### config.mk
export PLATFORM = sky130hd
export DESIGN_NAME = uart_tx_arbiter
export DESIGN_NICKNAME = d
export VERILOG_FILES = /design/src/rtl/uart_tx_arbiter.sv
export SDC_FILE = /design/constraint.sdc
export NUM_CORES = 1
export LEC_CHECK = 0
export BUFFER_PORTS_ARGS = -buffer_cell sky130_fd_sc_hd__buf_2
export CORE_AREA = 3 3 96 79
export DETAILED_ROUTE_END_ITERATION = 12
export DIE_AREA = 0 0 99 82
export GPL_TIMING_DRIVEN = 0
export MAX_ROUTING_LAYER = met4
export PLACE_DENSITY = 0.61
export SLEW_MARGIN = 0
export SYNTH_ARGS = -nofsm -noshare
export SYNTH_HDL_FRONTEND = slang
export SYNTH_SLANG_ARGS = --single-unit
### constraint.sdc
create_clock -name sys_clk -period 3.4 [get_ports sys_clk]
set_clock_uncertainty 0.05 [all_clocks]
set_input_delay 0.17 -clock sys_clk [delete_from_list [all_inputs] [get_ports sys_clk]]
set_output_delay 0.17 -clock sys_clk [all_outputs]
set_load 0.01 [all_outputs]
### src/rtl/uart_tx_arbiter.sv
// rtl/uart_tx_arbiter.sv - round-robin packet arbiter sharing one UART byte transmitter.
// Optional header byte before each packet when UART_ARB_HDR_EN is defined.
module uart_tx_arbiter #(
  parameter int NUM_REQ     = 3,
  parameter int TIMEOUT_CYC = 50_000
) (
  input  logic                 sys_clk,
  input  logic                 sys_rst,
  input  logic [NUM_REQ-1:0]   req_valid,
  input  logic [8*NUM_REQ-1:0] req_data,
  input  logic [NUM_REQ-1:0]   req_last,
  output logic [NUM_REQ-1:0]   req_ready,
  output logic [NUM_REQ-1:0]   grant,
  output logic [7:0]           tx_data,
  output logic                 tx_start,
  input  logic                 tx_busy,
  output logic                 pkt_done,
  output logic                 pkt_abort
);

  localparam int IDX_W = (NUM_REQ > 1) ? $clog2(NUM_REQ) : 1;
  localparam int SUM_W = IDX_W + 1;
  localparam int CNT_W = $clog2(TIMEOUT_CYC);
  localparam logic [IDX_W-1:0] LAST_IDX  = IDX_W'(NUM_REQ - 1);
  localparam logic [CNT_W-1:0] STALL_MAX = CNT_W'(TIMEOUT_CYC - 1);

`ifdef UART_ARB_HDR_EN
  typedef enum logic [2:0] {IDLE, SEND, WAIT_HI, WAIT_LO, HDR} state_t;
`else
  typedef enum logic [2:0] {IDLE, SEND, WAIT_HI, WAIT_LO} state_t;
`endif

  state_t             state, state_n;
  logic [NUM_REQ-1:0] grant_n;
  logic [IDX_W-1:0]   g_idx, g_idx_n, rr_ptr, rr_n, rr_next, win_idx;
  logic [7:0]         tx_data_n, sel_data;
  logic               tx_start_n, done_n, abort_n, last_f, last_n;
  logic [CNT_W-1:0]   stall_cnt, cnt_n;
  logic               found, sel_valid, sel_last, xfer;
  logic [SUM_W-1:0]   cand;

  // First valid requester at or after the rr pointer, wrapping modulo NUM_REQ.
  always_comb begin
    found   = 1'b0;
    win_idx = '0;
    cand    = '0;
    for (int k = 0; k < NUM_REQ; k++) begin
      cand = {1'b0, rr_ptr} + SUM_W'(k);
      if (cand >= SUM_W'(NUM_REQ)) cand = cand - SUM_W'(NUM_REQ);
      if (!found && req_valid[cand[IDX_W-1:0]]) begin
        found   = 1'b1;
        win_idx = cand[IDX_W-1:0];
      end
    end
  end

  always_comb begin
    sel_valid = req_valid[g_idx];
    sel_last  = req_last[g_idx];
    sel_data  = 8'h00;
    for (int k = 0; k < NUM_REQ; k++) begin
      if (g_idx == IDX_W'(k)) sel_data = req_data[8*k +: 8];
    end
  end

  assign rr_next = (g_idx == LAST_IDX) ? '0 : g_idx + IDX_W'(1);
  assign xfer    = (state == SEND) && sel_valid && !tx_busy;

  always_comb begin
    req_ready = '0;
    if (xfer) req_ready[g_idx] = 1'b1;
  end

  always_comb begin
    state_n    = state;
    grant_n    = grant;
    g_idx_n    = g_idx;
    rr_n       = rr_ptr;
    tx_data_n  = tx_data;
    tx_start_n = 1'b0;
    done_n     = 1'b0;
    abort_n    = 1'b0;
    last_n     = last_f;
    cnt_n      = stall_cnt;
    case (state)
      IDLE: begin
        if (found) begin
          grant_n          = '0;
          grant_n[win_idx] = 1'b1;
          g_idx_n          = win_idx;
          cnt_n            = '0;
`ifdef UART_ARB_HDR_EN
          state_n          = HDR;
`else
          state_n          = SEND;
`endif
        end
      end
`ifdef UART_ARB_HDR_EN
      HDR: begin
        tx_data_n  = {4'hA, 1'b0, 3'(g_idx)};
        tx_start_n = 1'b1;
        last_n     = 1'b0;
        state_n    = WAIT_HI;
      end
`endif
      SEND: begin
        if (xfer) begin
          tx_data_n  = sel_data;
          tx_start_n = 1'b1;
          last_n     = sel_last;
          cnt_n      = '0;
          state_n    = WAIT_HI;
        end else if (!sel_valid) begin
          if (stall_cnt == STALL_MAX) begin
            abort_n = 1'b1;
            grant_n = '0;
            rr_n    = rr_next;
            cnt_n   = '0;
            state_n = IDLE;
          end else if (stall_cnt != '1) begin
            cnt_n = stall_cnt + CNT_W'(1);
          end
        end
      end
      WAIT_HI: begin
        if (tx_busy) state_n = WAIT_LO;
      end
      WAIT_LO: begin
        if (!tx_busy) begin
          if (last_f) begin
            done_n  = 1'b1;
            grant_n = '0;
            rr_n    = rr_next;
            state_n = IDLE;
          end else begin
            state_n = SEND;
          end
        end
      end
      default: state_n = IDLE;
    endcase
  end

  always_ff @(posedge sys_clk) begin
    if (sys_rst) begin
      state     <= IDLE;
      grant     <= '0;
      g_idx     <= '0;
      rr_ptr    <= '0;
      tx_data   <= 8'h00;
      tx_start  <= 1'b0;
      pkt_done  <= 1'b0;
      pkt_abort <= 1'b0;
      last_f    <= 1'b0;
      stall_cnt <= '0;
    end else begin
      state     <= state_n;
      grant     <= grant_n;
      g_idx     <= g_idx_n;
      rr_ptr    <= rr_n;
      tx_data   <= tx_data_n;
      tx_start  <= tx_start_n;
      pkt_done  <= done_n;
      pkt_abort <= abort_n;
      last_f    <= last_n;
      stall_cnt <= cnt_n;
    end
  end

endmodule

## Word level (Yosys, flattened, before mapping)

Cells that the tools add are included.

| operators by class | value |
|---|---|
| reductions and logical operators | 23 |
| eq/ne operators | 17 |
| shift operators | 0 |
| $lt $le $gt $ge | 10 |
| multiply operators | 0 |
| mux-type cells | 56 |
| bitwise gates (word level) | 2 |
| add/sub/neg operators | 7 |
| divide/modulo/power cells | 0 |

Operator list:

| operator | number |
|---|---|
| $mux W16 | 5 |
| $mux W3 | 11 |
| $pmux W16 S2 | 1 |
| $mux W2 | 12 |
| $mux W8 | 3 |
| $add A16 B1 Y16 const B | 1 |
| $eq A16 B16 Y1 const B | 1 |
| $ne A16 B16 Y1 const B | 1 |
| $lt A2 B3 Y1 const B | 5 |
| $mux W1 | 14 |
| $ne A2 B2 Y1 const B | 6 |
| $pmux W3 S4 | 1 |
| $bmux W1 S2 | 5 |
| $pmux W3 S3 | 1 |
| $reduce_and A7 Y1 | 1 |
| $eq A3 B2 Y1 const B | 2 |
| $ge A3 B2 Y1 const B | 2 |
| $logic_and A1 B1 Y1 | 6 |
| $reduce_and A6 Y1 | 1 |
| $sub A2 B2 Y2 const B | 3 |
| $reduce_and A5 Y1 | 1 |
| $demux W1 S2 | 2 |
| $ge A2 B1 Y1 const B | 2 |
| $ne A4 B2 Y1 const B | 1 |
| 22 further kinds | 27 |

| word-level totals | value |
|---|---|
| register bits after elaboration | 38 |
| latch bits | 0 |
| bits in writable memories | 0 |
| bits of input ports | 33 |
| memories | 0 |
| output and inout port bits | 17 |
| word-level logic and storage cells | 125 |
| ROM bits | 0 |

## Depth between registers and ports, before layout

Gate-level depths: netlist (run 1).

| logic depth | value |
|---|---|
| depth after elaboration | 17 |
| gate-level depth with buffers | 8 |
| depth with buffers taken out | 7 |

## Least setup slack after synthesis (run 1)

No wires, ideal clock.

| timing path | value |
|---|---|
| kind | register to register |
| from | register rr_ptr[0] |
| to | register stall_cnt[8] |
| clock period less this slack | 2317 ps |
| slack | 1083 ps |
| required time | 3255 ps |
| data arrival time | 2171 ps |
| path buffers | 1 |
| library setup time | 95 ps |
| stages on the path, launching flop included | 9 |
| cells stage by stage | dfxtp_1 > inv_1 > ha_1 > a22o_1 > a211o_1 > a211oi_2 > buf_4 > nor2_1 > a221oi_1 |

| between the ends | value |
|---|---|
| cells in the longest elaborated chain, start to end | 13 |
| elaborated cells on any way between the ends | 26 |

Ends and longest elaborated chain:

| item | line | RTL |
|---|---|---|
| start, declared | 35 | `logic [IDX_W-1:0] g_idx, g_idx_n, rr_ptr, rr_n, rr_next, win_idx;` |
| start signal, assigned | 161 | `rr_ptr <= rr_n;` |
| parallel branches: the longest is 10 deep, another holds $add A2 B1 Y3 | -- |  |
| $mux W1 (*) | 50 | `if (!found && req_valid[cand[IDX_W-1:0]]) begin` |
| $ne A2 B2 Y1 (no source line) (*) | -- |  |
| $reduce_and A4 Y1 (no source line) (*) | -- |  |
| end signal, assigned | 167 | `stall_cnt <= cnt_n;` |
| end, declared | 38 | `logic [CNT_W-1:0] stall_cnt, cnt_n;` |

Mark *: on every way between the ends. The select of a mux whose other input is x is not followed.
A chain may end at the register's enable or synchronous reset.

## Final worst setup path (run 1)

| timing path | value |
|---|---|
| from | register rr_ptr[0] |
| to | register stall_cnt[11] |

The elaborated chain is that of the path after synthesis.

==> results of run 1 <==
worst max path at each step:
stage,start,to,slack (ns),cells past startpoint
after floorplan,rr_ptr[0],stall_cnt[8],1.08,8
after global placement,rr_ptr[0],stall_cnt[8],0.74,8
after detailed placement,rr_ptr[0],stall_cnt[8],0.69,8
after CTS,rr_ptr[0],stall_cnt[11],0.65,8
after global routing,rr_ptr[0],stall_cnt[11],0.44,8
final,rr_ptr[0],stall_cnt[11],0.62,8
final cells by class:
| class | instances | area [um2] |
|---|---|---|
| Multi-Input combinational cell | 212 | 1416 |
| Tap cell | 87 | 108.9 |
| Clock inverter | 3 | 65.06 |
| Timing Repair Buffer | 49 | 245.2 |
| Sequential cell | 37 | 740.7 |
| Buffer | 15 | 86.33 |
| Inverter | 23 | 86.33 |
| Fill cell | 686 | 3973 |
| Clock buffer | 5 | 68.82 |
synth_stat cells (5+ instances only):
cell type | n | area, um2
nor3_1 | 11 | 55.05
clkbuf_1 | 8 | 30.03
nand2_1 | 25 | 93.84
mux2_2 | 5 | 56.30
mux2i_1 | 9 | 90.09
o32ai_1 | 12 | 105.1
a21oi_1 | 15 | 75.07
a221oi_1 | 5 | 43.79
or4_1 | 7 | 52.55
o21ai_0 | 5 | 25.02
or3_1 | 10 | 62.56
nand3_1 | 10 | 50.05
a211oi_1 | 12 | 90.09
a31oi_1 | 8 | 50.05
inv_1 | 22 | 82.58
nand4_1 | 11 | 68.82
nor2_1 | 19 | 71.32
dfxtp_1 | 37 | 740.7
routing by layer:
layer | global-route usage (%) | routed length [um] | part of all wire (%)
met5 | - | 0 | 0
met4 | 6.003 | 99 | 1.5
met3 | 3.565 | 503 | 7.6
met2 | 26.01 | 2678 | 41
met1 | 23.60 | 3302 | 50
metrics by stage:
step	utilization (%)	instances	power, mW	hold slack [ns]	area [um2]
after floorplan	-	287	0.5943	0.2818	2330
after global placement	39.52	423	0.6591	0.3952	2684
after detailed placement	39.52	423	0.6606	0.3991	2684
after CTS	41.50	431	1.122	0.06346	2818
after global routing	41.50	431	1.165	0.08631	2818
final	41.50	431	1.117	0.07625	2818
critical path, cell delays in order (launching register included):
cell	delay, ns
dfxtp_1	0.37
inv_1	0.07
ha_1	0.39
a22o_1	0.22
a211o_1	0.33
a211oi_2	0.57
buf_4	0.30
nor3_1	0.09
o32ai_1	0.29
sequential cells by signal, summed over array words and instances, names as in the netlist:
signal	count
stall_cnt	16
pkt_done	1
pkt_abort	1
tx_start	1
grant	3
rr_ptr	2
g_idx	2
state	2
last_f	1
tx_data	8
power groups by stage:
stage / clock (mW) / sequential [mW] / combinational [mW]
2_1_floorplan: 0 / 0.470 / 0.124
3_3_place_gp: 0 / 0.468 / 0.191
3_5_place_dp: 0 / 0.468 / 0.192
4_1_cts: 0.470 / 0.458 / 0.194
5_1_grt: 0.489 / 0.461 / 0.215
6_report: 0.463 / 0.459 / 0.195
cell families (layout without fill, tap and decap cells):
logic type	after synthesis	count (layout)	share of synthesized area (%)
adders and majority gates	4	4	2.148
AOI/OAI and AO/OA	82	82	25.99
muxes	14	14	6.284
and+or+nand+nor	112	112	26.37
buffers and inverters	38	95	7.411
DFF	37	37	31.79
==> flow_summary.toml, run 1 <==
[placed_design]
gp_congestion = 0.8788
pre_cts_ws_ns = 0.6927
port_buffers = 49
dp_hpwl_mm = 4.736

[timing]
setup_ws_ns = 0.6172
slew-limit-headroom_pct = 34.62
rsz0062_at_grt = "false"
timing.fmax_mhz = 359.3
fin_crit_sh_pct = 81.85
hold_viol_final = 0
worstMarginPinSlew_ns = 0.9717
setup_violations = 0
period_minus_slack_ns = 2.783
slew_viol_final = 0
setup_tns_ns = 0

[worst_setup_path]
worstSetupPathType = "reg -> reg"
worstPathArrival_ns = 2.92
ff2ff_path_depth = 8
endpoint_kind = "register"
crit_path_max_fanout = 10
cp-start-kind = "register"
rr_endpoint = "stall_cnt[11]"
worstPathRequired_ns = 3.54
r2r_start = "rr_ptr[0]"
rrSetupSlack_ns = 0.62

[clock_network]
cts.sinks = 37
htree_levels = 2
path_clk_slew_ns = 0.08
cts_root_buffer = "clkbuf_8"
clk_latency_ns = 0.30
hold_buffers = 0
tritoncts = "built"
clock_path_buffers = 2
cts_made_buffers = 5
cts_resized = 0
post-cts-setup-buffers = 0

[power]
ir_drop_v = 0.0001646
pwr_density_cell_nw_per_um2 = 396.2
p_sw_uw = 298.3
netSwitchingFraction_pct = 26.71
intPower_uw = 818.3
power_frac_clock_pct = 41.5
p_leak_nw = 0.9813
combPwrFrac_pct = 17.4
power_frac_seq_pct = 41.1

[detailed_routing]
avgViaCountPerCell = 5.650
post_drt_wl_per_cell_um = 15.28
drt-pass1-iter-count = 4
dr_total_vias = 2435
drtIter0Drc = 256
routed_wirelength_mm = 6.584
antenna_left = 0
drc = 0

[hold_path]
hold_depth = 3
hp-start = "req_data[22]"
hp-class = "in -> reg"
min_to = "tx_data[6]"

[yosys]
synth_enable_flop_cells = 0
synth-seq-area-share_pct = 31.79
yosys_most_used_dff = "dfxtp_1"
synth_warnings = 0
synth_area_um2 = 2330
syn_avg_cell_area_um2 = 8.118
synthesis.nets = 324
netlist_instances = 287
synth.ff_latch_count = 37
synthArstFlopShare_pct = 0
synth.distinct_cells = 54

[finish]
layout-drive-gt1-share_pct = 22.09
fin_nets = 380
most-common-layout-cells = "buf_2, dfxtp_1, nand2_1, inv_1, nor2_1"
final_common_cell = "buf_2"
area_growth_pct = 20.95
diodes = 0

[floorplanning]
die_width_um = 99
ioPinCount = 50
coreArea_um2 = 6790
die-area_um2 = 8118
die_y_um = 82
start_util_pct = 34.31
num_rows = 27

[run_status]
run_status = "complete, no violations"

[global_route]
grt_max_degree = 13
grt_first_pass_wirelength_mm = 11.21
antenna_found_initial = 0
globalRouteOverflowTotal = 0
grt_pass1_vias = 2344
grt_util_all_layers_pct = 17.48

[run]
cap_violations = 0
(Power assumes the default switching activity.)
==> run 2, diff against run 1 <==
==> constraint.sdc (replaced) <==
create_clock -name sys_clk -period 2.91 [get_ports sys_clk]
set_clock_uncertainty 0.05 [all_clocks]
set_input_delay 0.1455 -clock sys_clk [delete_from_list [all_inputs] [get_ports sys_clk]]
set_output_delay 0.1455 -clock sys_clk [all_outputs]
set_load 0.01 [all_outputs]
==> flow_summary.toml, run 2 (synthesized netlist as in run 1, its figures left out) <==
[run_status]
run_status = "complete, no violations"

[worst_setup_path]
critPathSlowestCell = "a211oi_4"
endpoint_kind = "register"
worstPathArrival_ns = 2.79
cp-start-kind = "register"
cp_cell_sequence = "inv_1, ha_1, a22o_1, a211o_1, a211oi_4, buf_4, nor3_1, o32ai_1"
crit_path_max_fanout = 10
critPathTopFamily = "compound AO/OA/AOI/OAI gates"
worstPathRequired_ns = 3.05
worstSetupPathType = "reg -> reg"
slowest_delay_ns = 0.46
crit_buf_inv = 2

[placed_design]
dp.cells = 423
gp_congestion = 0.8788
pre_cts_ws_ns = 0.2027
postPlaceCellArea_um2 = 2684
port_buffers = 49
dp_hpwl_mm = 4.736

[timing]
worstMarginPinSlew_ns = 0.9638
setup_violations = 0
period_minus_slack_ns = 2.650
timing.fmax_mhz = 377.4
rsz0062_at_grt = "false"
slew-limit-headroom_pct = 35.15
hold_viol_final = 0
setup_tns_ns = 0
setup_ws_ns = 0.2602
slew_viol_final = 0
fin_crit_sh_pct = 91.06

[floorplanning]
die_y_um = 82
die-area_um2 = 8118
start_util_pct = 34.31
ioPinCount = 50
num_rows = 27
die_width_um = 99
coreArea_um2 = 6790

[global_route]
grt_util_all_layers_pct = 17.48
globalRouteOverflowTotal = 0
antenna_found_initial = 0
grt_first_pass_wirelength_mm = 11.21
grt_pass1_vias = 2344
grt_max_degree = 13

[run]
cap_violations = 0

[power]
netSwitchingFraction_pct = 26.84
intPower_uw = 956.6
ir_drop_v = 0.0001918
power_frac_seq_pct = 41.0
p_leak_nw = 0.9814
combPwrFrac_pct = 17.5
power_frac_clock_pct = 41.5
pwr_density_cell_nw_per_um2 = 462.8
p_sw_uw = 351.0

[hold_path]
hp-class = "in -> reg"

[clock_network]
clock_path_buffers = 2
path_clk_slew_ns = 0.08
hold_buffers = 0
cts.sinks = 37
cts_root_buffer = "clkbuf_8"
cts_made_buffers = 5
clk_latency_ns = 0.30
tritoncts = "built"
htree_levels = 2

[detailed_routing]
antenna_left = 0
drc = 0
avgViaCountPerCell = 5.745
drtIter0Drc = 227
post_drt_wl_per_cell_um = 15.27
routed_wirelength_mm = 6.583
dr_total_vias = 2476
drt-pass1-iter-count = 5

[finish]
largest-register = "stall_cnt"
fin_nets = 380
largest_reg_flops = 16
layout-drive-gt1-share_pct = 22.09
nFillCells = 686
diodes = 0
largestRegisters = "stall_cnt x16, tx_data x8, grant x3"
final_cell_count_no_fill = 431
multi_input_comb_area_um2 = 1424
most-common-layout-cells = "buf_2, dfxtp_1, nand2_1, inv_1, nor2_1"
seq_area_um2 = 740.7
finalInstanceArea_um2 = 2825
final_common_cell = "buf_2"
area_growth_pct = 21.27
[run 2: cell count changes in the layout (fill, tap and decap cells not counted)]
cell      before  now
a211oi_4       0    1
a211oi_2       1    0
[run 2: worst register-to-register path, cell delays in order (launching register included)]
cell and delay, ns:
dfxtp_1 0.37, inv_1 0.07, ha_1 0.39, a22o_1 0.22, a211o_1 0.35, a211oi_4 0.46
buf_4 0.27, nor3_1 0.08, o32ai_1 0.29
[run 2: timing repair]
| action | 4_1_cts | 5_1_grt |
|---|---|---|
| setup endpoints to repair | 0 | 1 |
| buffers inserted | 0 | 0 |
| resized for setup | 0 | 1 |
[run 2: power by group through the flow]
stage	Combinational (mW)	Sequential, mW	Clock (mW)
global placement	0.223	0.547	0
global route	0.252	0.539	0.571
CTS	0.226	0.536	0.549
floorplan	0.145	0.550	0
detailed placement	0.225	0.547	0
finish	0.229	0.537	0.542
[run 2: layout make-up]
type / instances / share of cell area, %
well taps: 87 / 3.853
flip-flops and latches: 37 / 26.22
multi-input cells: 212 / 50.40
repair buffers: 49 / 8.680
inverters: 23 / 3.056
clock inverters: 3 / 2.303
clock buffers: 5 / 2.436
plain buffers: 15 / 3.056
[run 2: per-stage QoR]
stage	power [mW]	utilization [%]	hold slack [ns]
finish	1.308	41.61	0.05231
CTS	1.311	41.50	0.03896
global route	1.362	41.61	0.06181
detailed placement	0.7718	39.52	0.3746
global placement	0.7701	39.52	0.3707
floorplan	0.6944	-	0.2573
[run 2: metal layers]
metal	vias to the layer above	share of wire, %	global-route usage (%)
met5	-	0	-
met4	0	1.3	6.003
met3	12	7.7	3.565
met2	123	42	26.01
met1	1130	49	23.60
li1	1211	-	-
[run 2: final timing paths]
kind                 from            end  slack [ns]  depth (start not counted)
max             rr_ptr[0]  stall_cnt[11]        0.26                          8
min          req_data[22]     tx_data[6]        0.05                          3
max reg2reg     rr_ptr[0]  stall_cnt[11]        0.26                          8
min reg2reg    tx_data[0]     tx_data[0]        0.43                          2
==> run 3, diff against run 2 <==
--- a/config.mk
+++ b/config.mk
@@ -6,12 +6,12 @@
 export NUM_CORES = 1
 export LEC_CHECK = 0
 export BUFFER_PORTS_ARGS = -buffer_cell sky130_fd_sc_hd__buf_2
-export CORE_AREA = 3 3 96 79
+export CORE_AREA = 5 5 89 74
 export DETAILED_ROUTE_END_ITERATION = 12
-export DIE_AREA = 0 0 99 82
+export DIE_AREA = 0 0 94 79
 export GPL_TIMING_DRIVEN = 0
 export MAX_ROUTING_LAYER = met4
-export PLACE_DENSITY = 0.61
+export PLACE_DENSITY = 0.7
 export SLEW_MARGIN = 0
 export SYNTH_ARGS = -nofsm -noshare
 export SYNTH_HDL_FRONTEND = slang
==> flow_summary.toml, run 3 (synthesized netlist as in run 1, its figures left out) <==
[global_route]
grt_first_pass_wirelength_mm = 10.92
grt_max_degree = 11
antenna_found_initial = 0
globalRouteOverflowTotal = 0
grt_util_all_layers_pct = 18.38
grt_pass1_vias = 2347

[floorplanning]
die_y_um = 79
die-area_um2 = 7426
die_width_um = 94
num_rows = 25
coreArea_um2 = 5693
ioPinCount = 50
start_util_pct = 40.92

[clock_network]
clk_latency_ns = 0.29
cts.sinks = 37
hold_buffers = 0
htree_levels = 2
tritoncts = "built"
clock_path_buffers = 2
cts_root_buffer = "clkbuf_8"
post-cts-setup-buffers = 0
path_clk_slew_ns = 0.08
cts_resized = 0
cts_made_buffers = 5

[detailed_routing]
drtIter0Drc = 221
avgViaCountPerCell = 5.892
antenna_left = 0
post_drt_wl_per_cell_um = 15.29
routed_wirelength_mm = 6.485
drt-pass1-iter-count = 4
dr_total_vias = 2498
drc = 0

[placed_design]
postPlaceCellArea_um2 = 2676
dp_hpwl_mm = 4.749
gp_congestion = 0.9147
dp.cells = 417
port_buffers = 49

[power]
fin_total_pwr_mw = 1.131
pwr_density_cell_nw_per_um2 = 408.1
p_leak_nw = 0.9576
ir_drop_v = 0.0002138

[finish]
final_cell_count_no_fill = 424
final_util_pct = 48.66
largestRegisters = "stall_cnt x16, tx_data x8, grant x3"
area_growth_pct = 18.90
layout-drive-gt1-share_pct = 21.57
fin_nets = 380
nFillCells = 589
finalInstanceArea_um2 = 2770
diodes = 0
most-common-layout-cells = "buf_2, dfxtp_1, nand2_1, inv_1, nor2_1"
final_common_cell = "buf_2"
largest-register = "stall_cnt"
largest_reg_flops = 16

[worst_setup_path]
endpoint_kind = "register"
slowest_delay_ns = 0.45
cp-start-kind = "register"
critPathLaunch = "rr_ptr[0]"
worstPathRequired_ns = 3.05
r2r_start = "rr_ptr[0]"
worstPathArrival_ns = 2.77
cp_cell_sequence = "inv_1, ha_1, a22o_1, a211o_1, a211oi_4, buf_4, nor2_1, a221oi_1"
crit_path_max_fanout = 10
worstSetupPathType = "reg -> reg"
critPathSlowestCell = "a211oi_4"

[timing]
slew-limit-headroom_pct = 39.79
period_minus_slack_ns = 2.632
rsz0062_at_grt = "false"
setup_violations = 0
setup_tns_ns = 0
slew_viol_final = 0
fin_crit_sh_pct = 90.43
worstMarginPinSlew_ns = 0.8963
hold_viol_final = 0
timing.fmax_mhz = 380.0

[hold_path]
hp-class = "in -> reg"
hp-start = "req_data[19]"

[run]
cap_violations = 0

[run_status]
run_status = "complete, no violations"
[run 3: cell count changes in the layout (fill, tap and decap cells not counted), sizes merged]
cell / delta
bufinv: -2
clkbuf: +2
clkinv: -1
[run 3: layout make-up]
class                      instances  area, um2  area share (%)
buffer                            15      86.33           3.117
clock buffer                       7      86.33           3.117
inverter                          23      86.33           3.117
multi-input combinational        212       1424           51.40
sequential                        37      740.7           26.74
tap                               81      101.3           3.659
timing repair buffer              49      245.2           8.853
[run 3: layer usage]
metal  track usage (%)  routed length (um)  share of wire, %  up-vias
li1                  -                   -                 -     1208
met1             25.04                3080                47     1183
met2             28.07                2910                45       98
met3             2.936                 415               6.4        9
met4             5.628                  80               1.2        0
met5                 -                   0                 0        -
[run 3: critical path, delay by kind of cell (launching register included)]
kind | cells | cell delay (ns)
buffers and inverters | 2 | 0.33
AOI/OAI and AO/OA | 4 | 1.32
and+or+nand+nor | 1 | 0.07
adders and majority gates | 1 | 0.38
DFF | 1 | 0.37
[run 3: through the flow]
step	worst slack [ns]	hold slack (ns)
6_report	0.2784	0.08391
4_1_cts	0.1820	0.07314
3_3_place_gp	0.2597	0.3686
5_1_grt	0.1146	0.08666
2_1_floorplan	0.5932	0.2573
3_5_place_dp	0.2124	0.3798
[run 3: where the power goes]
| part | internal [mW] | switching (mW) | total (mW) | leakage, nW |
|---|---|---|---|---|
| logic | 0.0933 | 0.132 | 0.225 | 0.614 |
| clock network | 0.188 | 0.179 | 0.368 | 0.0443 |
| registers | 0.523 | 0.0154 | 0.538 | 0.300 |
[run 3: worst paths after layout]
kind                       end  slack, ns  cells past startpoint
setup reg to reg  stall_cnt[8]       0.28                      8
hold / removal      tx_data[3]       0.08                      3
hold reg to reg     tx_data[0]       0.43                      2
setup / recovery  stall_cnt[8]       0.28                      8
